File: src/rtl/alu_exec_unit_pkg.sv
// alu_ctrl_pkg: ALU control codes, execute-stage FSM states and NZCV flag bit positions.
package alu_ctrl_pkg;
    typedef enum logic [3:0] {
        ALU_ADD = 4'b0000,
        ALU_SUB = 4'b0001,
        ALU_AND = 4'b0111,
        ALU_XOR = 4'b1001,
        ALU_MUL = 4'b1111
    } alu_op_e;
    typedef enum logic [1:0] {IDLE, BUSY, DONE} exec_state_e;
    localparam int FLAG_N = 3;
    localparam int FLAG_Z = 2;
    localparam int FLAG_C = 1;
    localparam int FLAG_V = 0;
endpackage

File: src/rtl/alu_exec_unit_if.sv
// alu_exec_unit_if: valid/ready operation request and result/flags response bundle.
interface alu_exec_unit_if #(parameter int WIDTH = 32);
    logic             in_valid;
    logic             in_ready;
    logic [3:0]       alu_ctrl;
    logic [WIDTH-1:0] op_a;
    logic [WIDTH-1:0] op_b;
    logic             set_flags;
    logic             out_valid;
    logic             out_ready;
    logic [WIDTH-1:0] result;
    logic [3:0]       flags;
    logic             illegal;
    modport master (
        output in_valid, alu_ctrl, op_a, op_b, set_flags, out_ready,
        input  in_ready, out_valid, result, flags, illegal
    );
    modport slave (
        input  in_valid, alu_ctrl, op_a, op_b, set_flags, out_ready,
        output in_ready, out_valid, result, flags, illegal
    );
endinterface

File: src/rtl/alu_exec_unit_mul_iter.sv
// alu_mul_iter: shift-add multiplier, one multiplier bit per cycle, done pulses after WIDTH cycles.
module alu_mul_iter #(parameter int WIDTH = 32) (
    input  logic             clk,
    input  logic             rst,
    input  logic             start,
    input  logic [WIDTH-1:0] a,
    input  logic [WIDTH-1:0] b,
    output logic             done,
    output logic [WIDTH-1:0] p
);
    localparam int CW = $clog2(WIDTH) + 1;
    logic [WIDTH-1:0] mcand, mplier;
    logic [CW-1:0]    cnt;
    always_ff @(posedge clk or posedge rst)
        if (rst) begin
            p      <= '0;
            mcand  <= '0;
            mplier <= '0;
            cnt    <= '0;
            done   <= 1'b0;
        end else begin
            done <= cnt == CW'(1);
            if (start) begin
                p      <= '0;
                mcand  <= a;
                mplier <= b;
                cnt    <= CW'(WIDTH);
            end else if (cnt != '0) begin
                p      <= mplier[0] ? p + mcand : p;
                mcand  <= mcand << 1;
                mplier <= mplier >> 1;
                cnt    <= cnt - CW'(1);
            end
        end
endmodule

File: src/rtl/alu_exec_unit.sv
// alu_exec_unit: execute stage with valid/ready ops, NZCV flag register and iterative MUL.
module alu_exec_unit import alu_ctrl_pkg::*; #(parameter int WIDTH = 32) (
    input logic           clk,
    input logic           rst,
    alu_exec_unit_if.slave bus
);
    localparam int M = WIDTH - 1;
    exec_state_e      state;
    logic [WIDTH-1:0] a, b, res, res_q, mul_p;
    logic [WIDTH:0]   sum;
    logic [3:0]       code, flg, nf;
    logic             is_add, is_sub, is_and, is_xor, is_mul, legal;
    logic             c_n, v_n, in_rdy, accept, ill, sf_q, mul_done;
    assign a      = bus.op_a;
    assign b      = bus.op_b;
    assign code   = bus.alu_ctrl;
    assign is_add = code == ALU_ADD;
    assign is_sub = code == ALU_SUB;
    assign is_and = code == ALU_AND;
    assign is_xor = code == ALU_XOR;
    assign is_mul = code == ALU_MUL;
    assign legal  = is_add | is_sub | is_and | is_xor;
    assign sum    = {1'b0, a} + {1'b0, b};
    assign res    = is_add ? sum[M:0] : is_sub ? a - b : is_and ? a & b : is_xor ? a ^ b : '0;
    // SUB carry is ARM-style no-borrow; logic ops keep C and V.
    assign c_n    = is_add ? sum[WIDTH] : is_sub ? a >= b : flg[FLAG_C];
    assign v_n    = is_add ? (a[M] == b[M]) && (res[M] != a[M]) :
                    is_sub ? (a[M] != b[M]) && (res[M] != a[M]) : flg[FLAG_V];
    assign nf     = {res[M], res == '0, c_n, v_n};
    assign in_rdy = (state == IDLE) || (state == DONE && bus.out_ready);
    assign accept = bus.in_valid && in_rdy;
    assign bus.in_ready  = in_rdy;
    assign bus.out_valid = state == DONE;
    assign bus.result    = res_q;
    assign bus.flags     = flg;
    assign bus.illegal   = ill;
    alu_mul_iter #(.WIDTH(WIDTH)) u_mul (
        .clk   (clk),
        .rst   (rst),
        .start (accept && is_mul),
        .a     (a),
        .b     (b),
        .done  (mul_done),
        .p     (mul_p)
    );
    always_ff @(posedge clk or posedge rst)
        if (rst) begin
            state <= IDLE;
            res_q <= '0;
            flg   <= '0;
            ill   <= 1'b0;
            sf_q  <= 1'b0;
        end else if (accept) begin
            state <= is_mul ? BUSY : DONE;
            res_q <= is_mul ? res_q : res;
            ill   <= !legal && !is_mul;
            sf_q  <= bus.set_flags;
            if (bus.set_flags && legal) flg <= nf;
        end else if (state == BUSY && mul_done) begin
            state <= DONE;
            res_q <= mul_p;
            if (sf_q) begin
                flg[FLAG_N] <= mul_p[M];
                flg[FLAG_Z] <= mul_p == '0;
            end
        end else if (state == DONE && bus.out_ready) begin
            state <= IDLE;
        end
endmodule

File: src/flat_wrapper.sv
// flat-port wrapper written by rule: the top's interface ports become plain ports
module alu_exec_unit_flat import alu_ctrl_pkg::*;
#(parameter int WIDTH = 32)
  (clk, rst, bus_in_valid, bus_alu_ctrl, bus_op_a, bus_op_b, bus_set_flags, bus_out_ready, bus_in_ready, bus_out_valid, bus_result, bus_flags, bus_illegal);
  alu_exec_unit_if #(.WIDTH(WIDTH)) bus_i ();
  input logic clk;
  input logic rst;
  input wire logic [$bits(bus_i.in_valid)-1:0] bus_in_valid;
  input wire logic [$bits(bus_i.alu_ctrl)-1:0] bus_alu_ctrl;
  input wire logic [$bits(bus_i.op_a)-1:0] bus_op_a;
  input wire logic [$bits(bus_i.op_b)-1:0] bus_op_b;
  input wire logic [$bits(bus_i.set_flags)-1:0] bus_set_flags;
  input wire logic [$bits(bus_i.out_ready)-1:0] bus_out_ready;
  output wire logic [$bits(bus_i.in_ready)-1:0] bus_in_ready;
  output wire logic [$bits(bus_i.out_valid)-1:0] bus_out_valid;
  output wire logic [$bits(bus_i.result)-1:0] bus_result;
  output wire logic [$bits(bus_i.flags)-1:0] bus_flags;
  output wire logic [$bits(bus_i.illegal)-1:0] bus_illegal;
  assign bus_i.in_valid = bus_in_valid;
  assign bus_i.alu_ctrl = bus_alu_ctrl;
  assign bus_i.op_a = bus_op_a;
  assign bus_i.op_b = bus_op_b;
  assign bus_i.set_flags = bus_set_flags;
  assign bus_i.out_ready = bus_out_ready;
  assign bus_in_ready = bus_i.in_ready;
  assign bus_out_valid = bus_i.out_valid;
  assign bus_result = bus_i.result;
  assign bus_flags = bus_i.flags;
  assign bus_illegal = bus_i.illegal;
  alu_exec_unit #(.WIDTH(WIDTH)) u_core (.clk(clk), .rst(rst), .bus(bus_i));
endmodule
File: config.mk
export PLATFORM = sky130hd
export DESIGN_NAME = alu_exec_unit_flat
export DESIGN_NICKNAME = d
export VERILOG_FILES = /design/src/rtl/alu_exec_unit_pkg.sv /design/src/rtl/alu_exec_unit_if.sv /design/src/rtl/alu_exec_unit_mul_iter.sv /design/src/rtl/alu_exec_unit.sv /design/src/flat_wrapper.sv
export SDC_FILE = /design/constraint.sdc
export NUM_CORES = 1
export LEC_CHECK = 0
export CORE_MARGIN = 10
export CORE_UTILIZATION = 40
export DETAILED_ROUTE_END_ITERATION = 7
export SKIP_CTS_REPAIR_TIMING = 1
export SYNTH_ARGS = -nofsm -noshare
export SYNTH_HDL_FRONTEND = slang
export SYNTH_SLANG_ARGS = --single-unit
export TNS_END_PERCENT = 10
File: constraint.sdc
create_clock -name clk -period 6.6 [get_ports clk]
set_input_delay 1.65 -clock clk [delete_from_list [all_inputs] [get_ports clk]]
set_output_delay 1.65 -clock clk [all_outputs]
set_load 0.05 [all_outputs]
# Yosys cells after proc, flatten, opt, wreduce, memory -nomap -nowiden
# Cells that the tools add are included.
word_totals:
  regBits: 143
  latchBits: 0
  ram_bits: 0
  romBits: 0
  out_inout_bits: 39
  word_cells: 87
  n_memories: 0
op_classes:
  addsub: 4
  multipliers: 0
  div: 0
  magnitude_cmp: 1
  n_eq_ne: 12
  shifts: 0
  mux: 28
  bitwise_logic: 5
  n_reduce_logical: 26
op_table:
  columns: ["op", "count"]
  rows:
  - ["$mux W32", 14]
  - ["$logic_not A32 Y1", 2]
  - ["$add A32 B32 Y33", 1]
  - ["$add A32 B32 Y32", 1]
  - ["$and A32 B32 Y32", 1]
  - ["$ge A32 B32 Y1", 1]
  - ["$sub A32 B32 Y32", 1]
  - ["$xor A32 B32 Y32", 1]
  - ["$mux W2", 7]
  - ["$mux W6", 2]
  - ["$reduce_bool A2 Y1", 5]
  - ["$eq A4 B4 Y1 const B", 2]
  - ["$logic_and A1 B1 Y1", 8]
  - ["$eq A6 B1 Y1 const B", 1]
  - ["$reduce_and A3 Y1", 2]
  - ["$reduce_bool A6 Y1", 1]
  - ["$sub A6 B1 Y6 const B", 1]
  - ["$eq A4 B1 Y1 const B", 1]
  - ["$eq A4 B3 Y1 const B", 1]
  - ["$logic_not A4 Y1", 1]
  - ["$mux W1", 4]
  - ["$mux W4", 1]
  - ["$ne A2 B2 Y1 const B", 2]
  - ["$reduce_and A2 Y1", 2]
  - ["9 further kinds", 13]

# Depth between registers and ports, before layout
logic_depth:
  depth_word: 11
  ltp_mapped: 14
  depth_no_buf: 14

# Hierarchy
# Synthesis repeated with hierarchy kept, for this count alone.
hier_totals:
  cells_unflattened: 1665
  area_unflattened_um2: 13173.9
by_module_without_submodules:
  columns: ["mod", "n_inst", "cells_per_inst", "area_per_inst_um2", "seq_area_each_um2"]
  rows:
  - ["alu_exec_unit", 1, 972, 6897.9, 1001.0]
  - ["alu_mul_iter", 1, 693, 6276.0, 2577.5]

# Worst setup path before layout
# No wires, ideal clock.
synth_timing:
  path_kind: "input-to-reg"
  start: "in bus_op_b[6]"
  end: "reg u_core.flg[2] (netlist: u_core.bus.flags[2])"
  setup_time_ps: 66
  arrival_ps: 4485
  setup_slack_ps: 2049
  path_stages: 13
  path_buffers: 0
  path_cell_list: "inv_1 -> ha_1 -> nor2b_4 -> or4_4 -> o2111a_1 -> or3b_4 -> a211o_1 -> a21oi_1 -> xnor2_1 -> o211ai_1 -> or4_1 -> nand4bb_1 -> nand2_1"
synth_via:
  elab_chain_len: 8
  elab_cells_between_ends: 11
  classes_between: "add/sub: 2; mux: 6; bitwise: 2; reduce/logical: 1"
synth_lines:
  columns: ["element", "line_no", "source"]
  rows:
  - ["start: declaration", "flat_wrapper.sv:11", "input wire logic [$bits(bus_i.op_b)-1:0] bus_op_b;"]
  - ["parallel branches: the longest is 4 deep, another holds $sub A32 B32 Y32", null, null]
  - ["$mux W32 *", "alu_exec_unit.sv:24", "assign res = is_add ? sum[M:0] : is_sub ? a - b : is_and ? a & b : is_xor ? a ^ b : '0;"]
  - ["$logic_not A32 Y1 *", "alu_exec_unit.sv:29", "assign nf = {res[M], res == '0, c_n, v_n};"]
  - ["$mux W4 *", "alu_exec_unit.sv:58", "if (bus.set_flags && legal) flg <= nf;"]
  - ["$mux W2 *", "alu_exec_unit.sv:53", "end else if (accept) begin"]
  - ["end signal: assignment", "alu_exec_unit.sv:58", null]
  - ["end signal: indexed assignment", "alu_exec_unit.sv:63", "flg[FLAG_N] <= mul_p[M];"]
  - ["end: declaration", "alu_exec_unit.sv:11", "logic [3:0] code, flg, nf;"]
# Mark *: on every way between the ends. The select of a mux whose other input is x is not followed.
# A chain may end at the register's enable or synchronous reset.

# Worst setup path in the final report
layout_timing:
  start: "in bus_op_a[0]"
  end: "reg u_core.flg[2] (netlist: u_core.bus.flags[2])"
layout_via:
  elab_chain_len: 8
  elab_cells_between_ends: 11
  classes_between: "add/sub: 2; mux: 6; bitwise: 2; reduce/logical: 1"
layout_lines:
  columns: ["element", "line_no", "source"]
  rows:
  - ["start: declaration", "flat_wrapper.sv:10", "input wire logic [$bits(bus_i.op_a)-1:0] bus_op_a;"]
  - ["parallel branches: the longest is 4 deep, another holds $sub A32 B32 Y32", null, null]
  - ["$mux W32 *", "alu_exec_unit.sv:24", null]
  - ["$logic_not A32 Y1 *", "alu_exec_unit.sv:29", null]
  - ["$mux W4 *", "alu_exec_unit.sv:58", null]
  - ["$mux W2 *", "alu_exec_unit.sv:53", null]
# Marked as above.

==> impl_results.md <==
- # Max-Cap Violations: 0
- Starting DRC count in detailed routing: ~1,400
- Most common cell after layout, fill and taps aside: nand2_1
- Hold Vio Cnt, Final: 0
- Cts bufs inserted: 17
- Clk sinks: ~140
- Post-layout min period: 5440 ps
- Post-synthesis sequential area ratio: between 20% and 30%
- Synth Area per Inst: approximately 7.5 um2
- Max Clk Rate: about 180 MHz
- Slew margin rel.: roughly 17%
- Top-area cell type share of the netlist area: around 28%
- Internal Power: between 0.002 and 0.003 W
- Clk root buf: clkbuf_16
- Crit path arrival time: a little under 6000 ps
- Setup TNS: 0 ps
- Sequential Power Share: about 30%
- Psw: 0.00237 W
- DR vias: ~13,000
- CP Cell Sequence: clkdlybuf4s50_1, inv_1, ha_1, fa_1, nand2b_1, a211oi_1, o211ai_1, a2111oi_0, o31ai_1, a41oi_1, xnor2_1, o221ai_1, nor4b_2, nand4bb_1, nand2_1
- First-pass GRT wire length: about 76,000 um
- DRC: 0
- H-tree levels: 4
- Ys async rst share: 100%
- HPWL Detailed: between 30,000 and 40,000 um
- Tcrit/Tclk final: between 80 and 90%
- Initial Util: between 40% and 50%
- CP max stage delay: slightly above 900 ps
- Number of synthesis warnings: 0
- Final slew viol count: 0
- Most frequent cells in the layout: nand2_1 (259), nor2_1 (194), a21oi_1 (171)
- Die Area: 39,300 um2
- Overall Global Routing Usage: between 20 and 25%
- Mapped Area: between 10,000 and 15,000 um2
- Yosys cell types: between 90 and 100
- Clk slew on worst S/H paths: around 70 ps
- Post-synthesis sequential element count: 143
- Die width: around 200 um
- WL final: just under 50,000 um
- Clk network pwr share: roughly a fifth
- Combinational Power Share: 49.5%
- Post-route cell area: 14,900 um2
- WP data required: about 7000 ps
- Drt first pass iters: 6
- Diode count: 0
- Worst Max-Slew Pin Slew: 1230 ps
- Top Ports: 112
- Hold/Removal Path Class: flip-flop to flip-flop
- Final ANT Viol Nets: 0
- Area growth syn-to-layout: 16.9%
- Worst skew pair latency: ~450 ps
- RSZ-0062 raised after global routing: false
- Largest net degree at the start of global routing: around 70
- Synth area leader: dfrtp_1
- Core area: around 31,000 um2
- Synth Flop Type: dfrtp_1
- PortBufs: ~110
- Die Height: 198 um
- CP endpoint kind: flip-flop
- Final setup violation count: 0
- CTS max path bufs: 2
- Initial antenna violation count: 0
- Congestion Overflow GR: 0
- Vias/cell: 6.13
- Vias in the first global route: between 10,000 and 15,000
- Static leakage: roughly 6.6 nW
- Setup Skew: about 11 ps
- Post-synth EDFFs: 0
- Status: finished clean
- Final #Nets: between 1,500 and 2,000
- Placed cell areas: 14,200 um2
- Sw Ratio: between 40% and 50%
- GPL Wtd Cong: between 0.9 and 1
- CP Class: input port to flip-flop
- Power Density: 346 nW/um2
- Worst path slowest cell: a2111oi_0
- Avg WL per Cell: around 23 um
- Top cells by area, synth: dfrtp_1 (28%), ha_1 (9.6%), nand2_1 (7.6%)
- Post-Synthesis Cells: 1,692
- CP startpoint kind: input port
- Syn Nets: ~1,900
- CTS tree: built
- Row cnt: 65
- Critical path peak fanout: 5
- Max VDD drop: 0.251 mV
- Share of cells above drive strength 1: under 10%
-- through the flow --
stage	setup slack, ps	utilization, %	instances	total power [W]	hold WS, ps
3_5_place_dp	797	45.3	2141	0.00408	465
2_1_floorplan	1110	-	1692	0.00325	446
4_1_cts	1250	47.2	2173	0.00516	481
5_1_grt	870	47.2	2173	0.00549	502
6_report	1160	47.2	2173	0.00514	480
3_3_place_gp	743	45.3	2141	0.00406	461
-- synthesized netlist by cell type, types with 18 or more instances --
cell / n
nand2_1: 259
nor2_1: 196
a21oi_1: 172
dfrtp_1: 143
ha_1: 98
clkbuf_1: 90
inv_1: 77
a31oi_1: 75
o21ai_0: 70
a21o_1: 46
nor3_1: 31
xnor2_1: 29
nand3_1: 27
a211oi_1: 21
nor4_1: 20
o31ai_1: 19
nor2b_1: 18
-- worst max-delay path: cells and delay by family --
| family | cells | cell delay [ps] |
|---|---|---|
| xor gates and xnor gates | 1 | 150 |
| buffers and inverters | 2 | 570 |
| AOI/OAI and AO/OA | 6 | 2160 |
| adders and majority gates | 2 | 630 |
| and+or+nand+nor | 4 | 690 |
-- metal layers --
layer  part of all wire [%]  wire (um)  track usage (%)  vias up
li1                       -          -                -     6283
met4                    2.2       1060             6.63        0
met1                     45      22300             34.1     6484
met2                     45      22200             38.6      505
met3                    7.4       3620             4.91       58
met5                      0          0                0        -
-- state kept, by name (all words and copies together) (netlist names) --
| register | cells |
|---|---|
| u_core.bus.result | 32 |
| u_core.u_mul.mcand | 32 |
| u_core.u_mul.mplier | 32 |
| u_core.u_mul.p | 32 |
| u_core.u_mul.cnt | 6 |
| u_core.bus.flags | 4 |
| u_core.state | 2 |
| u_core.bus.illegal | 1 |
| u_core.sf_q | 1 |
| u_core.u_mul.done | 1 |
-- power groups by stage --
| stage | logic [W] | registers [W] | clock network, W |
|---|---|---|---|
| final | 0.00255 | 0.00154 | 0.00105 |
| after global routing | 0.00280 | 0.00158 | 0.00111 |
| after CTS | 0.00255 | 0.00154 | 0.00107 |
| after detailed placement | 0.00253 | 0.00155 | 0 |
| after global placement | 0.00252 | 0.00155 | 0 |
| after floorplan | 0.00144 | 0.00181 | 0 |
-- logic make-up after synthesis --
| kind of cell | after synthesis | synth area share (%) |
|---|---|---|
| AND/OR/NAND/NOR | 649 | 23.0 |
| AO/OA/AOI/OAI | 574 | 30.0 |
| flip-flops | 143 | 28.2 |
| buffers and inverters | 180 | 5.43 |
| multiplexers | 9 | 0.837 |
| adder cells (fa/ha/maj) | 101 | 10.1 |
| XOR/XNOR | 36 | 2.48 |
-- area by class of cell --
type	instances	area (um2)
fillers	3192	16600
multi-input cells	1369	8480
flip-flops and latches	143	3580
repair buffers	148	1390
well taps	402	503
clock buffers	19	433
inverters	79	302
clock inverters	13	179
-- final timing paths --
check                                      startpoint                      end  slack (ps)  cells after the start
max in group asynchronous                         rst  u_core.u_mul.mplier[23]        3830                      3
min in group asynchronous                         rst    u_core.u_mul.mcand[4]        1560                      2
worst min-delay path            u_core.bus.result[14]    u_core.bus.result[14]         480                      1
worst max register to register      u_core.u_mul.p[0]       u_core.u_mul.p[30]        2980                     14
worst min register to register  u_core.bus.result[14]    u_core.bus.result[14]         480                      1
worst max-delay path                      bus_op_a[0]      u_core.bus.flags[2]        1160                     15
(Power assumes the default switching activity.)
